## src/rtl/seg_pkg.sv

```systemverilog
// seg_pkg: shared constants for the seven-segment scan driver.
//   SEG_CODES : active-low {g,f,e,d,c,b,a} patterns for hex digits 0..F
//   SEG_BLANK : all segments off, including the decimal point
//   AN_OFF    : all anodes off
package seg_pkg;
  localparam logic [6:0] SEG_CODES [0:15] = '{
    7'h40, 7'h79, 7'h24, 7'h30, 7'h19, 7'h12, 7'h02, 7'h78,
    7'h00, 7'h10, 7'h08, 7'h03, 7'h46, 7'h21, 7'h06, 7'h0E
  };
  localparam logic [7:0] SEG_BLANK = 8'hFF;
  localparam logic [3:0] AN_OFF = 4'hF;
endpackage

```

## src/rtl/hex2seg.sv

```systemverilog
// hex2seg: combinational nibble to active-low 7-segment decoder.
//   digit : hex nibble in
//   seg   : {g,f,e,d,c,b,a}, active-low
module hex2seg
  import seg_pkg::*;
(
  input  logic [3:0] digit,
  output logic [6:0] seg
);
  assign seg = SEG_CODES[digit];
endmodule

```

## src/rtl/seg_scan.sv

```systemverilog
// seg_scan: time-multiplexed 4-digit common-anode seven-segment driver.
//   clk, rst_n : clock, asynchronous active-low reset
//   en         : display enable; blanks output while scanning continues
//   le         : per-digit anode enable
//   dp         : per-digit decimal point (high lights the point)
//   digit      : nibble from the external 4:1 mux, selected by sel
//   sel        : registered digit select driving the external mux
//   an         : registered anode enables, active-low
//   seg        : registered segments {dp,g,f,e,d,c,b,a}, active-low
module seg_scan
  import seg_pkg::*;
#(
  parameter int DIV_W = 17
) (
  input  logic       clk,
  input  logic       rst_n,
  input  logic       en,
  input  logic [3:0] le,
  input  logic [3:0] dp,
  input  logic [3:0] digit,
  output logic [1:0] sel,
  output logic [3:0] an,
  output logic [7:0] seg
);
  logic [DIV_W-1:0] cnt;
  logic             tick;
  logic             lit;
  logic [6:0]       dec;
  assign tick = &cnt;
  assign lit  = en & le[sel];
  hex2seg u_dec (.digit(digit), .seg(dec));
  // The output register samples the current sel together with the digit it
  // selects, so an and seg always describe the same slot, one edge after sel.
  always_ff @(posedge clk or negedge rst_n) begin
    if (!rst_n) begin
      cnt <= '0;
      sel <= '0;
      an  <= AN_OFF;
      seg <= SEG_BLANK;
    end else begin
      cnt <= cnt + DIV_W'(1);
      sel <= sel + 2'(tick);
      an  <= ~({3'b000, lit} << sel);
      seg <= en ? {~dp[sel], dec} : SEG_BLANK;
    end
  end
endmodule

```

## config.mk

```make
export PLATFORM = sky130hd
export DESIGN_NAME = seg_scan
export DESIGN_NICKNAME = d
export VERILOG_FILES = /design/src/rtl/seg_pkg.sv /design/src/rtl/hex2seg.sv /design/src/rtl/seg_scan.sv
export SDC_FILE = /design/constraint.sdc
export NUM_CORES = 1
export LEC_CHECK = 0
export CAP_MARGIN = 10
export CORE_ASPECT_RATIO = 0.7
export CORE_MARGIN = 4
export CORE_UTILIZATION = 23
export DETAILED_ROUTE_END_ITERATION = 7
export GPL_TIMING_DRIVEN = 0
export PLACE_DENSITY = 0.45
export SLEW_MARGIN = 30
export SYNTH_ARGS = -nofsm -noshare
export SYNTH_HDL_FRONTEND = slang
export SYNTH_SLANG_ARGS = --single-unit
```

## constraint.sdc

```tcl
create_clock -name clk -period 2.1 [get_ports clk]
set_input_delay 0.315 -clock clk [delete_from_list [all_inputs] [get_ports clk]]
set_output_delay 0.315 -clock clk [all_outputs]
set_load 0.01 [all_outputs]
```

# --- Word-level counts from Yosys, hierarchy flattened ---
# Memory sizes are Yosys's and may differ from the RTL's.
# Cells that the tools add are included.
word_totals:
  ff_bits: 31
  rom_bits: 112
  in_bits: 15
  out_inout_bits: 14
  memories: 1
op_classes:
  add_sub_neg: 2
  magnitude_cmp: 2
  shifts: 1
  mux: 7
  bitwise_logic: 4
  reduce_logical: 1
mem_list:
  columns: ["memory", "depth", "width", "rd", "rd_ports_with_merged_regs", "wr", "line", "text"]
  rows:
  - ["(name not given)", 16, 7, 1, 0, 0, "hex2seg.sv:10", "assign seg = SEG_CODES[digit];"]
ops:
  columns: ["cell", "n"]
  rows:
  - ["$add A17 B1 Y17 const B", 1]
  - ["$reduce_and A17 Y1", 1]
  - ["$mux W7", 2]
  - ["$mux W8", 1]
  - ["$ge A5 B5 Y1 const B", 1]
  - ["$not A4 Y5", 1]
  - ["$bmux W1 S2", 2]
  - ["$not A4 Y4", 1]
  - ["$shl A1 B2 Y4", 1]
  - ["$lt A2 B3 Y1 const B", 1]
  - ["$add A2 B1 Y2", 1]
  - ["$mux W1", 2]
  - ["$and A1 B1 Y1", 1]
  - ["$not A1 Y1", 1]

# --- Longest topological paths before layout ---
# Gate-level depths: netlist of run 1.
depth:
  depth_word: 5
  depth_mapped: 7
  ltp_nobuf: 7

# --- By module ---
# From an unflattened synthesis of run 1, not the netlist that was laid out.
hier_totals:
  cells_unflattened: 128
  area_unflattened_um2: 1510.2
by_module_without_submodules:
  columns: ["module", "instances", "cells_each", "area_each_um2", "seq_area_each_um2"]
  rows:
  - ["seg_scan", 1, 93, 1262.5, 790.8]
  - ["hex2seg", 1, 35, 247.7, 0.0]

# --- Worst setup path after synthesis of run 1 ---
# Ideal clock, no wire load.
synth_timing:
  kind: "reg-to-reg"
  start: "register cnt[0]"
  end: "register sel[1]"
  arrival_ns: 1.598
  required_ns: 2.021
  slack_ns: 0.423
  path_stages_with_launch: 8
  period_less_slack_ns: 1.677
  cell_sequence: "dfrtp_1 ha_1 nand3_1 nor4_2 and3_1 ha_1 ha_1 xor2_1"
synth_via:
  elab_chain_cells: 2
synth_lines:
  columns: ["element", "line", "text"]
  rows:
  - ["start: declaration", "seg_scan.sv:25", "logic [DIV_W-1:0] cnt;"]
  - ["start signal: assignment", "seg_scan.sv:41", "cnt <= cnt + DIV_W'(1);"]
  - ["$reduce_and A17 Y1", "seg_scan.sv:29", "assign tick = &cnt;"]
  - ["$add A2 B1 Y2", "seg_scan.sv:42", "sel <= sel + 2'(tick);"]
  - ["end signal: assignment", "seg_scan.sv:42", null]
  - ["end: declaration", "seg_scan.sv:21", "output logic [1:0] sel,"]
# Every way passes these cells.

# --- Worst setup path in the final report of run 1 ---
# Same ends and word-level chain as after synthesis.

==> results of run 1 <==
-- per-layer routing --
layer / vias to the layer above / GRT usage, % / share of wire (%)
met4: 0 / 5.172 / 2.6
li1: 488 / - / -
met2: 24 / 14.50 / 45
met5: - / 0 / 0
met1: 489 / 10.47 / 46
met3: 7 / 3.519 / 6.8
-- power breakdown --
group / switching (mW) / internal (mW) / total [mW]
clock network: 0.217 / 0.264 / 0.481
logic: 0.0576 / 0.0617 / 0.119
registers: 0.00306 / 0.619 / 0.622
-- Yosys cell counts (2+ instances only) --
master / count / area share, %
a21oi_1: 2 / 0.69
buf_2: 2 / 0.69
dfrtp_1: 19 / 33
dfstp_2: 12 / 22
ha_1: 9 / 7.7
inv_1: 8 / 2.1
mux2i_1: 3 / 2.1
nand2_1: 8 / 2.1
nand2b_1: 2 / 0.86
nand3_1: 6 / 2.1
nand3_2: 2 / 1.4
nand4_1: 3 / 1.3
nor2_1: 5 / 1.3
nor3_1: 4 / 1.4
nor4_1: 3 / 1.3
nor4_2: 2 / 1.7
o211ai_1: 2 / 1.0
o221ai_1: 3 / 1.8
xnor2_1: 4 / 2.4
xor2_1: 11 / 6.6
-- registers in the layout, indices dropped and copies added (netlist names) --
register	flops
sel	2
cnt	17
seg	8
an	4
-- layout by cell type, fill, tap and decap left out, types with 2 or more instances in the layout --
cell type | netlist | routed
nor4_1 | 3 | 3
nor2_1 | 5 | 5
dfrtp_1 | 19 | 19
buf_2 | 2 | 3
dfstp_2 | 12 | 12
xor2_1 | 11 | 11
nand2b_1 | 2 | 2
clkbuf_8 | 0 | 6
a21oi_1 | 2 | 2
nand4_1 | 3 | 3
mux2i_1 | 3 | 3
clkbuf_1 | 1 | 2
nand3_1 | 6 | 6
ha_1 | 9 | 9
o211ai_1 | 2 | 2
nor3_1 | 4 | 4
clkdlybuf4s50_1 | 0 | 26
xnor2_1 | 4 | 4
nor4_2 | 2 | 2
nand2_1 | 8 | 8
inv_1 | 8 | 8
nand3_2 | 2 | 2
o221ai_1 | 3 | 3
-- cell families after synthesis --
| logic type | after synthesis | synth area share (%) |
|---|---|---|
| and+or+nand+nor | 41 | 17.14 |
| DFF | 31 | 54.16 |
| xor gates and xnor gates | 15 | 8.997 |
| buffers and inverters | 11 | 2.999 |
| AOI/OAI and AO/OA | 9 | 4.628 |
| adders and majority gates | 9 | 7.712 |
| muxes | 5 | 4.370 |
-- per-stage QoR --
step	worst slack, ns	power [mW]	cells	utilization, %
finish	0.2022	1.223	231	32.23
CTS	0.1861	1.244	231	32.23
global route	0.01169	1.287	231	32.23
floorplan	0.4227	0.6798	121	-
global placement	0.1747	0.7525	223	30.77
detailed placement	0.2156	0.7533	223	30.69
-- path summary, 6_finish.rpt --
| kind | startpoint | endpoint | slack (ns) | cells after the start |
|---|---|---|---|---|
| max | cnt[0]$_DFF_PN0_ | sel[1]$_DFF_PN0_ | 0.20 | 7 |
| min | rst_n | cnt[6]$_DFF_PN0_ | 0.08 | 1 |
| max reg2reg | cnt[0]$_DFF_PN0_ | sel[1]$_DFF_PN0_ | 0.20 | 7 |
| min reg2reg | cnt[15]$_DFF_PN0_ | cnt[15]$_DFF_PN0_ | 0.46 | 1 |
| max in group asynchronous | rst_n | cnt[5]$_DFF_PN0_ | 1.58 | 1 |
| min in group clk | digit[2] | seg[3]$_DFF_PN1_ | 0.35 | 2 |
-- worst register-to-register path, stage by stage, from the launching register on --
cell     delay [ns]
dfrtp_1        0.38
ha_1           0.25
nand3_1        0.17
nor4_2         0.37
and3_1         0.22
ha_1           0.15
ha_1           0.15
xor2_1         0.13
-- cell type report --
class	instances	share of cell area, %
multi-input combinational	79	32.74
timing repair buffer	27	13.88
inverter	8	1.572
sequential	31	41.39
clock inverter	1	0.2620
clock buffer	7	4.519
tap	75	4.912
buffer	3	0.7204
==> reports/metrics.yaml, run 1 <==
sta:
  tightest_slew_ns: 0.6911
  finalHoldViolations: 0
  fin_hold_ws_ns: 0.08009
  finClkSkew_ns: 0.005394
  fmax_mhz: 526.9
  setup_viol: 0
  post-route-min-period_ns: 1.898
  rsz0062_at_grt: "no"
  slew_violations: 0
  tns_ns: 0
  period_share_pct: 90.37
  timing.slew.headroom_pct: 53.93
drt:
  num_vias: 1008
  drt-pass1-iter-count: 2
  drt_first_iter_violations: 63
  final_antenna_net_count: 0
  avgViaCountPerCell: 4.364
  drc: 0
  wl_um: 3067
  routedWlPerCell_um: 13.28
flow_run:
  maxCapViolCount: 0
cts:
  cts_made_buffers: 5
  ctsResizeCount: 0
  postCtsHoldBufs: 0
  clockBufferDepth: 2
  h-tree-depth: 2
  clock_tree.root_cell: "clkbuf_8"
  clock-sinks: 31
  insertion_delay_ns: 0.28
  path_clk_slew_ns: 0.07
  cts_setup_buffers: 0
  cts_tree: "done"
grt:
  grt_pass1_vias: 1068
  grt_max_degree: 32
  gr-total-overflow: 0
  grt_pass1_wl_um: 5168
  grt_use_total_pct: 9.060
  antenna_found_initial: 0
logic_synthesis:
  synth-seq-area-share_pct: 54.16
  ys_seq_elements: 31
  synthArstFlopShare_pct: 100.0
  syn_nets: 145
  syn_area_mm2: 0.001460
  synth-main-ff-cell: "dfrtp_1"
  synth_edf_count: 0
  postSynthAreaPerCell_um2: 12.07
  yosys_warnings: 0
  synthDistinctLibCells: 31
  postSynthCellCount: 121
critical_path:
  slowest_stage: "dfrtp_1"
  path_common_cell: "ha_1"
  max_stage_delay_ns: 0.38
  cp-start-kind: "flip-flop"
  worstPathRequired_ns: 2.31
  crit_fanout: 4
  critPathBufInv: 0
  crit_arrival_ns: 2.10
  critPathCaptureType: "flip-flop"
  path_class: "flip-flop to flip-flop"
  critical_path.top_delay_family: "simple AND/OR/NAND/NOR gates"
  worstPathCellList: "ha_1 -> nand3_1 -> nor4_2 -> and3_1 -> ha_1 -> ha_1 -> xor2_1"
pwr:
  p_leak_nw: 0.8510
  ir_worst_vdd_uv: 202.9
  p_per_area_mw_per_mm2: 640.2
die:
  die_area_mm2: 0.007707
  coreArea_mm2: 0.005928
  dieWidth_um: 103.2
  start_util_pct: 24.63
  io_pins: 29
  fp.dieH_um: 74.66
  rows: 23
final_layout:
  fill_cells: 597
  n_antenna_cell: 0
  seq_area_um2: 790.8
  stdcell_area_mm2: 0.001911
  fin_nets: 179
  drive_gt1_share_pct: 19.23
  multi_input_area_um2: 625.6
  area_growth_pct: 30.85
placement:
  port-buffer-count: 27
  dp_hpwl_um: 2209
  dpl_cell_area_mm2: 0.001819
  place_congestion: 0.7527
run_status:
  outcome: "finished clean"
hold_path:
  min_path_type: "input port to asynchronous set/reset pin"
Power figures use the tool's default switching activity.
==> run 2: changes to the inputs <==
--- a/config.mk
+++ b/config.mk
@@ -11,7 +11,7 @@
 export CORE_UTILIZATION = 23
 export DETAILED_ROUTE_END_ITERATION = 7
 export GPL_TIMING_DRIVEN = 0
-export PLACE_DENSITY = 0.45
+export PLACE_DENSITY = 0.46
 export SLEW_MARGIN = 30
 export SYNTH_ARGS = -nofsm -noshare
 export SYNTH_HDL_FRONTEND = slang
==> constraint.sdc (replaced) <==
create_clock -name clk -period 1.7 [get_ports clk]
set_input_delay 0.255 -clock clk [delete_from_list [all_inputs] [get_ports clk]]
set_output_delay 0.255 -clock clk [all_outputs]
set_load 0.01 [all_outputs]
==> run 2 against run 1 <==
- sequential share of layout area decreased by 2.1 points
- clock-buffer cell count unchanged
- register-to-register slack got worse by 0.16 ns
- final area increased by 5.8%
- cell count increased by 3.5%
- global-route usage decreased by 0.18 points
- sequential power increased by 24%
- non-clock buffer count increased by 8
- setup slack got worse by 0.16 ns
- utilization increased by 1.9 points
- die area unchanged
==> reports/metrics.yaml, run 2 (synthesis results as in run 1) <==
grt:
  busiest_layer: "met2"
  grt_use_met1_pct: 11.62
  grt_pass1_vias: 1077
  grt_use_met2_pct: 13.86
  antenna_found_initial: 0
  grt_pass1_wl_um: 5202
  grt_use_total_pct: 8.883
  met3_usage_pct: 3.333
  grt_max_degree: 32
  gr-total-overflow: 0
final_layout:
  largest-register: "cnt"
  utilization_pct: 34.09
  layout_commonest_cell: "clkdlybuf4s50_1"
  largest_register_ffs: 17
  multi_input_area_um2: 681.9
  fin_nets: 187
  final_cell_mix: "clkdlybuf4s50_1 (26), dfrtp_1 (16), dfstp_2 (12), xor2_1 (11)"
  drive_gt1_share_pct: 26.83
  fill_cells: 601
  seq_area_um2: 794.5
  area_growth_pct: 38.39
  reg_top3: "cnt: 17 flops, seg: 8 flops, an: 4 flops"
  n_antenna_cell: 0
critical_path:
  crit_arrival_ns: 1.85
  crit_fanout: 3
  r2r_setup_slack_ns: 0.04
  path_common_cell: "ha_4"
  worstPathRequired_ns: 1.89
  critical_path.top_delay_family: "simple AND/OR/NAND/NOR gates"
  cp-start-kind: "flip-flop"
  reg2regPathDepth: 7
  worstPathCellList: "ha_4 -> nand3_4 -> nor4_4 -> and3_1 -> ha_2 -> ha_4 -> xor2_1"
  critPathBufInv: 0
  path_class: "flip-flop to flip-flop"
  slowest_stage: "dfrtp_2"
  worstReg2RegStart: "cnt[0]$_DFF_PN0_"
  critPathCaptureType: "flip-flop"
  rr_endpoint: "sel[1]$_DFF_PN0_"
  max_stage_delay_ns: 0.40
drt:
  final_antenna_net_count: 0
  avgViaCountPerCell: 4.448
  drt-pass1-iter-count: 4
  drc: 0
  wl_um: 3292
  routedWlPerCell_um: 13.77
  drt_first_iter_violations: 38
  num_vias: 1063
cts:
  cts_tree: "done"
  insertion_delay_ns: 0.28
  clockBufferDepth: 2
  h-tree-depth: 2
  clock-sinks: 31
  postCtsHoldBufs: 0
  cts_made_buffers: 5
  clock_tree.root_cell: "clkbuf_8"
  path_clk_slew_ns: 0.06
pwr:
  clockPowerShare_pct: 37.2
  p_int_mw: 1.128
  p_sw_mw: 0.3332
  p_total_mw: 1.461
  p_leak_nw: 0.8951
  p_per_area_mw_per_mm2: 723.1
  pwr-share-comb_pct: 10.2
  ir_worst_vdd_uv: 193.0
  seqPwrFrac_pct: 52.6
  switching_share_pct: 22.80
sta:
  slew_violations: 0
  fmax_mhz: 602.4
  rsz0062_at_grt: "yes"
  tightest_slew_ns: 0.7026
  finClkSkew_ns: 0.008837
  timing.slew.headroom_pct: 53.16
  setup_viol: 0
  finalHoldViolations: 0
  post-route-min-period_ns: 1.660
  period_share_pct: 97.65
die:
  coreArea_mm2: 0.005928
  dieWidth_um: 103.2
  start_util_pct: 24.63
  io_pins: 29
  fp.dieH_um: 74.66
  rows: 23
  die_area_mm2: 0.007707
hold_path:
  min_path_type: "input port to asynchronous set/reset pin"
placement:
  dp_hpwl_um: 2283
  port-buffer-count: 27
  place_congestion: 0.7629
run_status:
  outcome: "finished clean"
flow_run:
  maxCapViolCount: 0
==> run 2: cell types whose count changed in the layout (fill, tap and decap cells not counted) <==
cell	delta
ha_4	+2
nand3_1	-1
buf_4	+8
nand3_2	-1
dfrtp_2	+3
ha_1	-3
dfrtp_1	-3
nor4_4	+1
clkbuf_1	+1
nand3_4	+2
nor4_2	-1
ha_2	+1
clkbuf_8	-1
==> run 2: worst max path at each step <==
stage                      from                to  cells past startpoint
6_report       cnt[0]$_DFF_PN0_  sel[1]$_DFF_PN0_                      7
5_1_grt        cnt[1]$_DFF_PN0_  sel[1]$_DFF_PN0_                      7
3_5_place_dp   cnt[0]$_DFF_PN0_  sel[1]$_DFF_PN0_                      7
2_1_floorplan  cnt[0]$_DFF_PN0_  sel[1]$_DFF_PN0_                      7
4_1_cts        cnt[5]$_DFF_PN0_  sel[1]$_DFF_PN0_                      6
3_3_place_gp   cnt[0]$_DFF_PN0_  sel[1]$_DFF_PN0_                      7
==> run 2: cell type report <==
type | instances | share of cell area [%]
well taps | 75 | 4.644
repair buffers | 35 | 16.10
plain buffers | 3 | 0.6811
multi-input cells | 79 | 33.75
inverters | 8 | 1.486
flip-flops and latches | 31 | 39.32
clock inverters | 1 | 0.2477
clock buffers | 7 | 3.777
==> run 2: metal layers <==
layer	wire, µm	vias up
met2	1518	30
met5	0	-
li1	-	505
met1	1504	523
met3	247	5
met4	23	0
==> run 2: metrics by stage <==
stage,area (µm²),TNS [ns],instances,hold slack [ns],setup WS (ns)
3_5_place_dp,1819,-0.5423,223,0.3450,-0.2352
5_1_grt,2021,-0.06798,239,0.07283,-0.06798
6_report,2021,0,239,0.02761,0.04002
4_1_cts,1934,0,232,0.04323,0.0003615
3_3_place_gp,1824,-3.904,223,0.4496,-0.1878
2_1_floorplan,1460,0,121,-0.04059,0.02269
==> run 2: repair_timing <==
item                                    CTS  global route
resized for setup                         4             8
buffers inserted                          1             7
endpoints found under the setup margin    3             2
pin swaps                                 1             4
==> run 2: power by group through the flow <==
stage | Sequential [mW] | Combinational [mW] | Clock, mW
after CTS | 0.769 | 0.151 | 0.579
after global placement | 0.781 | 0.148 | 0
after detailed placement | 0.782 | 0.150 | 0
after floorplan | 0.791 | 0.0486 | 0
final | 0.769 | 0.149 | 0.544
after global routing | 0.770 | 0.164 | 0.608
